## config.mk

```make
export PLATFORM = sky130hd
export DESIGN_NAME = cam_pixel_capture
export DESIGN_NICKNAME = d
export VERILOG_FILES = /design/src/rtl/cam_pixel_capture.sv
export SDC_FILE = /design/constraint.sdc
export NUM_CORES = 1
export LEC_CHECK = 0
export ABC_AREA = 1
export BUFFER_PORTS_ARGS = -buffer_cell sky130_fd_sc_hd__buf_2
export CAP_MARGIN = 20
export CORE_MARGIN = 2
export CORE_UTILIZATION = 63
export CTS_CLUSTER_SIZE = 14
export DETAILED_ROUTE_END_ITERATION = 10
export GPL_TIMING_DRIVEN = 0
export MAX_ROUTING_LAYER = met4
export PLACE_DENSITY = 0.84
export SLEW_MARGIN = 20
export SYNTH_ARGS = -nofsm -noshare
export SYNTH_HDL_FRONTEND = slang
export SYNTH_SLANG_ARGS = --single-unit
```

## constraint.sdc

```tcl
create_clock -name clk -period 4.3 [get_ports clk]
set_clock_uncertainty 0.05 [all_clocks]
set_input_delay 1.075 -clock clk [delete_from_list [all_inputs] [get_ports clk]]
set_output_delay 1.075 -clock clk [all_outputs]
set_load 0.01 [all_outputs]
```

## src/rtl/cam_pixel_capture.sv

```systemverilog
// rtl/cam_pixel_capture.sv - DVP byte capture, RGB565 pairing and FIFO write stage
module cam_pixel_capture #(
    parameter int IMG_WIDTH   = 640,
    parameter int IMG_HEIGHT  = 480,
    parameter int SKIP_FRAMES = 2,
    parameter int CNT_W       = 11
) (
    input  logic             clk,
    input  logic             rst_n,
    input  logic             capture_en,
    input  logic             cam_vsync,
    input  logic             cam_href,
    input  logic [7:0]       cam_data,
    input  logic             fifo_full,
    input  logic             clr_status,
    output logic             fifo_write,
    output logic [15:0]      fifo_data,
    output logic             frame_active,
    output logic             frame_done,
    output logic [15:0]      frame_count,
    output logic [CNT_W-1:0] line_count,
    output logic             overflow,
    output logic             line_error
);
    typedef enum logic [1:0] {S_SYNC, S_SKIP, S_ACTIVE, S_WAIT} state_t;

    localparam logic [CNT_W-1:0] WIDTH_C = CNT_W'(IMG_WIDTH);
    localparam logic [CNT_W-1:0] CNT_MAX = {CNT_W{1'b1}};
    localparam logic [15:0]      SKIP_C  = 16'(SKIP_FRAMES);

    // Counters must be able to hold a full line and a full frame.
    if (IMG_WIDTH > 2**CNT_W - 1 || IMG_HEIGHT > 2**CNT_W - 1) begin : g_cnt_w_check
        $error("CNT_W too narrow for IMG_WIDTH/IMG_HEIGHT");
    end

    state_t           state;
    logic             vsync_q, href_q, vsync_prev, href_prev;
    logic [7:0]       data_q;
    logic [15:0]      skip_cnt;
    logic [CNT_W-1:0] pix_cnt;
    logic             phase;
    logic [7:0]       hi_byte;
    logic             pair_valid;
    logic [15:0]      pair_data;
    logic             wr_pend;
    logic             frame_start;
    logic             line_end;
    logic             line_bad;
    logic             drop;

    logic vs_fall, vs_rise, href_rise, href_fall;
    assign vs_fall   = vsync_prev & ~vsync_q;
    assign vs_rise   = ~vsync_prev & vsync_q;
    assign href_rise = ~href_prev & href_q;
    assign href_fall = href_prev & ~href_q;

    assign line_end   = (state == S_ACTIVE) && href_fall;
    assign line_bad   = line_end && ((pix_cnt != WIDTH_C) || phase);
    assign drop       = wr_pend & fifo_full;
    assign fifo_write = wr_pend & ~fifo_full;

    // Pin register stage plus one-cycle history for edge detection
    always_ff @(posedge clk or negedge rst_n) begin
        if (!rst_n) begin
            vsync_q    <= 1'b0;
            href_q     <= 1'b0;
            data_q     <= 8'h00;
            vsync_prev <= 1'b0;
            href_prev  <= 1'b0;
        end else begin
            vsync_q    <= cam_vsync;
            href_q     <= cam_href;
            data_q     <= cam_data;
            vsync_prev <= vsync_q;
            href_prev  <= href_q;
        end
    end

    // A captured frame begins on a vsync fall from SYNC (no skip), the last SKIP edge, or WAIT
    always_comb begin
        frame_start = 1'b0;
        if (vs_fall && capture_en) begin
            case (state)
                S_SYNC:  frame_start = (SKIP_FRAMES == 0);
                S_SKIP:  frame_start = (skip_cnt == SKIP_C);
                S_WAIT:  frame_start = 1'b1;
                default: frame_start = 1'b0;
            endcase
        end
    end

    // Frame FSM, byte pairing and line/frame bookkeeping
    always_ff @(posedge clk or negedge rst_n) begin
        if (!rst_n) begin
            state        <= S_SYNC;
            skip_cnt     <= 16'd0;
            frame_active <= 1'b0;
            frame_done   <= 1'b0;
            frame_count  <= 16'd0;
            line_count   <= '0;
            pix_cnt      <= '0;
            phase        <= 1'b0;
            hi_byte      <= 8'h00;
            pair_valid   <= 1'b0;
            pair_data    <= 16'h0000;
        end else begin
            frame_done <= 1'b0;
            pair_valid <= 1'b0;
            if (frame_start) begin
                state        <= S_ACTIVE;
                frame_active <= 1'b1;
                line_count   <= '0;
                pix_cnt      <= '0;
                phase        <= 1'b0;
            end else begin
                case (state)
                    S_SYNC: begin
                        if (vs_fall && capture_en) begin
                            state    <= S_SKIP;
                            skip_cnt <= 16'd1;
                        end
                    end
                    S_SKIP: begin
                        if (vs_fall) begin
                            if (!capture_en) state <= S_SYNC;
                            else             skip_cnt <= skip_cnt + 16'd1;
                        end
                    end
                    S_WAIT: begin
                        if (vs_fall) state <= S_SYNC;
                    end
                    S_ACTIVE: begin
                        if (href_q) begin
                            if (href_rise || !phase) begin
                                hi_byte <= data_q;
                                phase   <= 1'b1;
                            end else begin
                                pair_valid <= 1'b1;
                                pair_data  <= {hi_byte, data_q};
                                phase      <= 1'b0;
                                if (pix_cnt != CNT_MAX) pix_cnt <= pix_cnt + CNT_W'(1);
                            end
                        end
                        if (href_fall) begin
                            if (line_count != CNT_MAX) line_count <= line_count + CNT_W'(1);
                            pix_cnt <= '0;
                            phase   <= 1'b0;
                        end
                        if (vs_rise) begin
                            frame_done   <= 1'b1;
                            frame_count  <= frame_count + 16'd1;
                            frame_active <= 1'b0;
                            state        <= S_WAIT;
                        end
                    end
                    default: state <= S_SYNC;
                endcase
            end
        end
    end

    // Write stage: holds the pixel for the strobe cycle, gated by fifo_full
    always_ff @(posedge clk or negedge rst_n) begin
        if (!rst_n) begin
            wr_pend   <= 1'b0;
            fifo_data <= 16'h0000;
        end else begin
            wr_pend <= pair_valid;
            if (pair_valid) fifo_data <= pair_data;
        end
    end

    // Sticky error flags; a set event in the same cycle beats clr_status
    always_ff @(posedge clk or negedge rst_n) begin
        if (!rst_n) begin
            overflow   <= 1'b0;
            line_error <= 1'b0;
        end else begin
            if (drop)            overflow <= 1'b1;
            else if (clr_status) overflow <= 1'b0;
            if (line_bad)        line_error <= 1'b1;
            else if (clr_status) line_error <= 1'b0;
        end
    end
endmodule

```

==> results of run 1 <==
[kinds of logic after synthesis]
| family | count (synthesis) | share of synthesized area |
|---|---|---|
| XOR/XNOR | 19 | 0.0295 |
| AND/OR/NAND/NOR | 353 | 0.283 |
| AO/OA/AOI/OAI | 76 | 0.0758 |
| multiplexers | 8 | 0.0160 |
| adder cells (fa/ha/maj) | 6 | 0.0133 |
| flip-flops | 115 | 0.510 |
| buffers and inverters | 96 | 0.0731 |
[through the flow]
step / hold slack [ns] / utilization
2_1_floorplan: 0.304 / -
3_3_place_gp: 0.313 / 0.699
3_5_place_dp: 0.349 / 0.703
4_1_cts: 0.372 / 0.766
5_1_grt: 0.378 / 0.766
6_report: 0.370 / 0.766
[cell type report]
| cell class | instances | area, um^2 | share of cell area |
|---|---|---|---|
| inverters | 80 | 300 | 0.0450 |
| well taps | 108 | 135 | 0.0202 |
| multi-input cells | 462 | 2360 | 0.353 |
| clock buffers | 17 | 414 | 0.0620 |
| plain buffers | 16 | 113 | 0.0169 |
| flip-flops and latches | 115 | 2880 | 0.431 |
| clock inverters | 15 | 138 | 0.0206 |
| repair buffers | 63 | 344 | 0.0515 |
[power by group through the flow]
stage	Combinational (mW)	Sequential, mW	Clock, mW
floorplan	0.618	1.54	0
global placement	0.869	1.54	0
detailed placement	0.922	1.55	0
CTS	0.933	1.54	1.32
global route	1.06	1.57	1.37
finish	0.928	1.55	1.30
[flip-flops by register name, summed over array words and instances (netlist names), 2 cells and up]
name / cells
data_q: 8
fifo_data: 16
frame_count: 16
hi_byte: 8
line_count: 11
pair_data: 16
pix_cnt: 11
skip_cnt: 16
state: 2
[worst paths after layout]
check	start	to	slack [ns]	cells past startpoint
min in group asynchronous	rst_n	frame_count[10]$_DFFE_PN0P_	0.41	1
max in group asynchronous	rst_n	data_q[1]$_DFF_PN0_	3.12	2
worst min register to register	href_q$_DFF_PN0_	href_prev$_DFF_PN0_	0.37	0
worst min-delay path	href_q$_DFF_PN0_	href_prev$_DFF_PN0_	0.37	0
worst max-delay path	fifo_full	fifo_write	1.69	3
worst max register to register	skip_cnt[0]$_DFFE_PN0P_	skip_cnt[9]$_DFFE_PN0P_	2.30	14
[cells in the final DEF, fill, tap and decap left out, types with 5 or more instances in the layout]
| cell type | count |
|---|---|
| inv_1 | 74 |
| mux2_2 | 8 |
| o21ai_2 | 9 |
| o21ai_0 | 27 |
| a21oi_1 | 29 |
| dfrtp_1 | 115 |
| nor3_1 | 17 |
| ha_1 | 6 |
| nand2_1 | 160 |
| inv_2 | 6 |
| clkbuf_16 | 16 |
| nand2_2 | 5 |
| o21ai_1 | 7 |
| xor2_1 | 15 |
| nor2_1 | 78 |
| nand4_1 | 20 |
| nor2_4 | 6 |
| inv_6 | 7 |
| nand3_1 | 54 |
| buf_2 | 67 |
[critical path, cell delays in order]
cell	delay, ns
buf_2	0.12
nor2_1	0.14
buf_2	0.15
[routing by layer]
layer / track usage / routed length, um / vias up
met4: 0.106 / 207 / 0
met1: 0.360 / 5480 / 2282
li1: - / - / 2345
met3: 0.0695 / 504 / 25
met5: - / 0 / -
met2: 0.459 / 6370 / 136
==> metrics.md, run 1 <==
| Metric | Value |
|---|---|
| All-Layer GR Usage | 0.287 |
| Slew Limit Headroom | 0.648 |
| Dpl ws | 1.70 ns |
| Hold/Removal Path Class | reg -> reg |
| FP Rows | 34 |
| Initial DRC Count | 314 |
| Hold_buf cts | 0 |
| CTS buffer count | 17 |
| Worst Tran Pin Value | around 0.53 ns |
| Synth top area share | 0.510 |
| Logic pwr share | 0.246 |
| Clk network pwr share | 0.345 |
| I/O Buffers | 62 |
| Number of global-route vias before repair | between 4000 and 5000 |
| Pins Over Slew Limit | 0 |
| Post-DRT Antenna Nets | 0 |
| Drt drc | 0 |
| Worst skew pair latency | 0.51 ns |
| Max Cap Viol | 0 |
| Critical Path Source Type | input pin |
| Post-synthesis cell area | 0.00565 mm^2 |
| Core area | 0.00872 mm^2 |
| Sw Share | 0.361 |
| Largest net degree at the start of global routing | 77 |
| Share of power burned in registers | 0.409 |
| Clock transition at the registers of the reported paths | 0.06 ns |
| Syn_area_per_cell | 8.39 um^2 |
| Area growth, synth to finish | 18.3% |
| Post-DP Area | 0.00613 mm^2 |
| Setup CP Type | in -> out |
| Fillers | 572 |
| Global-route wire length before repair | 21800 um |
| Net Count, Synth | 694 |
| Post-route cell area | 0.00668 mm^2 |
| Top cells by count, synth | 160 x nand2_1, 115 x dfrtp_1, 78 x nor2_1 |
| Post-synth EDFFs | 0 |
| Tmin final | 2.61 ns |
| Top-count cell post-synth | nand2_1 |
| Synth top area cells | dfrtp_1 51%, nand2_1 11%, nor2_1 5.2% |
| Outcome | complete, no violations |
| Post-CTS sizing | 0 |
| Synth area leader | dfrtp_1 |
| Number of H-tree levels | 4 |
| CTS Sinks | 115 |
| Flops & latches, synth | 115 |
| Worst Setup Slack, final | roughly 1.7 ns |
| RD Place Congestion | 0.927 |
| RSZ-0062 raised after global routing | no |
| Routed WL | approximately 13000 um |
| Total Neg Setup Slack | 0 ns |
| Worst VDD drop | 0.383 mV |
| Dominant synthesized flop cell | dfrtp_1 |
| Total grt overflow | 0 |
| Count of different cell masters after synthesis | 34 |
| Starting Density | 0.648 |
| Final cell count without fillers | between 800 and 900 |
| Post-CTS Setup Bufs | 0 |
| Power per cell area | 565 mW/mm^2 |
| Synth async-reset ratio | 1.00 |
| Share of the cycle needed by the critical path after routing | 0.608 |
| Die area | 0.00974 mm^2 |
| Vias per cell | 5.47 |
| Final hold vios | 0 |
| Power Total | 3.78 mW |
| Clock root cell | clkbuf_8 |
| Placed wire-length estimate | 8680 um |
| Pint | around 2.4 mW |
| Post-synthesis sequential area ratio | 0.510 |
| I/O Pins | 63 |
| Cells after Synth | 673 |
| DR pass1 iterations | 5 |
| CTS tree | done |
| FMAX | 382 MHz |
| DIE WIDTH | just under 100 um |
| Critical Path RT | 3.17 ns |
| Finish-stage setup viols | 0 |
| YS warnings | 0 |
| Via count of the routed design | approximately 4800 |
| Psw | 1.36 mW |
| Number of diodes | 0 |
| Static leakage | about 3.4 nW |
| Die H | ~100 um |
| CP Capture Type | output pin |
| Deepest clock path buffer count | 2 |
| Layout cells sized above 1 | 0.199 |
| # nets final | 776 |
| Data arrival time of the worst path | roughly 1.5 ns |
| Wire per inst | 14.3 um |
| Critical Path Fanout Max | 2 |
| Initial antenna violation count | 0 |
| Placed cell count | 844 |
Note: power is estimated with default switching activity, not from simulation.
==> run 2, diff against run 1 <==
--- a/config.mk
+++ b/config.mk
@@ -9,12 +9,12 @@
 export BUFFER_PORTS_ARGS = -buffer_cell sky130_fd_sc_hd__buf_2
 export CAP_MARGIN = 20
 export CORE_MARGIN = 2
-export CORE_UTILIZATION = 63
+export CORE_UTILIZATION = 53
 export CTS_CLUSTER_SIZE = 14
 export DETAILED_ROUTE_END_ITERATION = 10
 export GPL_TIMING_DRIVEN = 0
 export MAX_ROUTING_LAYER = met4
-export PLACE_DENSITY = 0.84
+export PLACE_DENSITY = 0.75
 export SLEW_MARGIN = 20
 export SYNTH_ARGS = -nofsm -noshare
 export SYNTH_HDL_FRONTEND = slang
==> constraint.sdc (replaced) <==
create_clock -name clk -period 2.4 [get_ports clk]
set_clock_uncertainty 0.05 [all_clocks]
set_input_delay 0.6 -clock clk [delete_from_list [all_inputs] [get_ports clk]]
set_output_delay 0.6 -clock clk [all_outputs]
set_load 0.01 [all_outputs]
==> run 2 against run 1 <==
Sequential power increased by 79%. Global-route usage decreased by 5.2 points. Non-clock buffer count is 1 higher. Sequential share of layout area fell by 0.38 points. Routed wire length shrank 2.3%. Final area grew 0.88%. First-iteration DRC count is 24% higher. Largest cell class unchanged. Highest routed layer unchanged.
==> metrics.md, run 2 (synthesized netlist as in run 1, its figures left out) <==
| Metric | Value |
|---|---|
| Outcome | complete, no violations |
| # nets final | between 700 and 800 |
| Post-DP Area | 0.00616 mm^2 |
| DR pass1 iterations | 5 |
| Placed cell count | 872 |
| Finish-stage setup viols | 0 |
| Clock transition at the registers of the reported paths | 0.06 ns |
| End point of the critical path | pix_cnt[10]$_DFFE_PN0P_ |
| Routed WL | 12300 um |
| Initial antenna violation count | 0 |
| Tmin final | between 1.5 and 2 ns |
| Final hold vios | 0 |
| Number of H-tree levels | 4 |
| Critical Path Source Type | flop |
| Worst R2R Start | pix_cnt[0]$_DFFE_PN0P_ |
| Post-route cell area | ~0.0067 mm^2 |
| Share of the cycle needed by the critical path after routing | 0.792 |
| CP max stage cell | dfrtp_1 |
| Worst VDD drop | 0.733 mV |
| Post-DRT Antenna Nets | 0 |
| Global-route wire length before repair | 20800 um |
| WHS | around 0.13 ns |
| Layout cells sized above 1 | 0.191 |
| Deepest clock path buffer count | 2 |
| Die H | 107 um |
| Setup CP Type | reg -> reg |
| CP Capture Type | flop |
| Max Cap Viol | 0 |
| Power per cell area | 1010 mW/mm^2 |
| Initial DRC Count | 388 |
| FMAX | 526 MHz |
| Final cell count without fillers | roughly 900 |
| Worst skew pair latency | 0.52 ns |
| Reg2reg end | pix_cnt[10]$_DFFE_PN0P_ |
| FP Rows | 37 |
| Clock root cell | clkbuf_8 |
| Number of global-route vias before repair | 4460 |
| CTS Sinks | 115 |
| Wire per inst | 13.6 um |
| Commonest non-fill, non-tap cell in the layout | nand2_1 |
| All-Layer GR Usage | 0.236 |
| R2R depth | 9 |
| Worst Tran Pin Value | approximately 0.52 ns |
| Total grt overflow | 0 |
| RSZ-0062 raised after global routing | no |
| Most frequent cells in the layout | 160 x nand2_1, 115 x dfrtp_1, 78 x nor2_1, 74 x inv_1, 67 x buf_2 |
| WP buf/inv | 1 |
| I/O Pins | 63 |
| Hold/Removal Path Class | in -> reg |
| Crit path from | pix_cnt[0]$_DFFE_PN0P_ |
| Static leakage | about 3.4 nW |
| Placed wire-length estimate | 8540 um |
| Largest stage delay, worst path | 0.46 ns |
| Crit path max-delay family | simple AND/OR/NAND/NOR gates |
| Vias per cell | 5.24 |
| Number of diodes | 0 |
| Post-CTS Setup Bufs | 0 |
| Slew Limit Headroom | 0.656 |
| Critical Path RT | between 2 and 3 ns |
| Pins Over Slew Limit | 0 |
| CTS buffer count | 17 |
| Via count of the routed design | 4737 |
| Drt drc | 0 |
| Area growth, synth to finish | 19.3% |
| Reg2reg setup slack | 0.50 ns |
| Core area | 0.0103 mm^2 |
| CTS tree | done |
| Largest net degree at the start of global routing | 86 |
| RD Place Congestion | 0.908 |
| CP cell instances | ha_1 -> nand2_1 -> nor2_2 -> nand3_1 -> o21bai_2 -> nand3_2 -> buf_2 -> nand3_1 -> nand2_1 |
| I/O Buffers | 62 |
| Critical Path Fanout Max | 10 |
| DIE WIDTH | 107 um |
| Die area | 0.0115 mm^2 |
| Stages on worst setup path | 9 |
| Starting Density | 0.547 |
| Data arrival time of the worst path | 2.26 ns |
==> run 2: cell count changes in the layout (fill, tap and decap cells not counted), sizes merged <==
cell / before / now
clkbuf: 21 / 26
clkinvlp: 1 / 2
inv: 90 / 80
dlygate4sd3: 0 / 1
bufinv: 0 / 3
==> run 2: repair_timing <==
action / 4_1_cts / 5_1_grt
gates resized for setup: 0 / 0
hold buffers: 1 / 0
setup endpoints to repair: 0 / 0
endpoints found under the hold margin: 30 / 0
==> run 2: worst min path at each step <==
stage                          endpoint        startpoint  cells past startpoint
global placement    href_prev$_DFF_PN0_  href_q$_DFF_PN0_                      0
detailed placement  href_prev$_DFF_PN0_  href_q$_DFF_PN0_                      0
finish              data_q[0]$_DFF_PN0_       cam_data[0]                      1
floorplan           data_q[0]$_DFF_PN0_             rst_n                      0
CTS                    href_q$_DFF_PN0_          cam_href                      1
global route        data_q[0]$_DFF_PN0_       cam_data[0]                      1
==> run 2: report_power, final <==
part	internal, mW	total, mW	switching (mW)
logic	0.617	1.65	1.03
registers	2.39	2.77	0.375
clock network	1.57	2.42	0.847
total	4.58	6.83	2.25
==> run 2: final cells by class <==
cell class,instances,area (um^2)
multi-input cells,462,2360
clock buffers,22,433
fillers,818,3590
repair buffers,64,354
clock inverters,9,133
flip-flops and latches,115,2880
inverters,80,300
well taps,136,170
plain buffers,16,113
==> run 2: stage by stage <==
step / setup TNS (ns) / power (mW) / utilization / worst slack (ns)
floorplan: 0 / 3.87 / - / 0.738
global placement: -73.46 / 4.33 / 0.594 / -0.650
detailed placement: 0 / 4.42 / 0.597 / 0.520
CTS: 0 / 6.88 / 0.653 / 0.505
global route: 0 / 7.25 / 0.653 / 0.320
finish: 0 / 6.83 / 0.653 / 0.500
==> run 2: layer usage <==
metal	GRT usage	routed length (um)	share of wire	vias up
met5	-	0	0	-
met4	0.0779	118	0.0096	0
li1	-	-	-	2336
met1	0.305	5780	0.47	2263
met3	0.0638	582	0.047	15
met2	0.363	5800	0.47	123
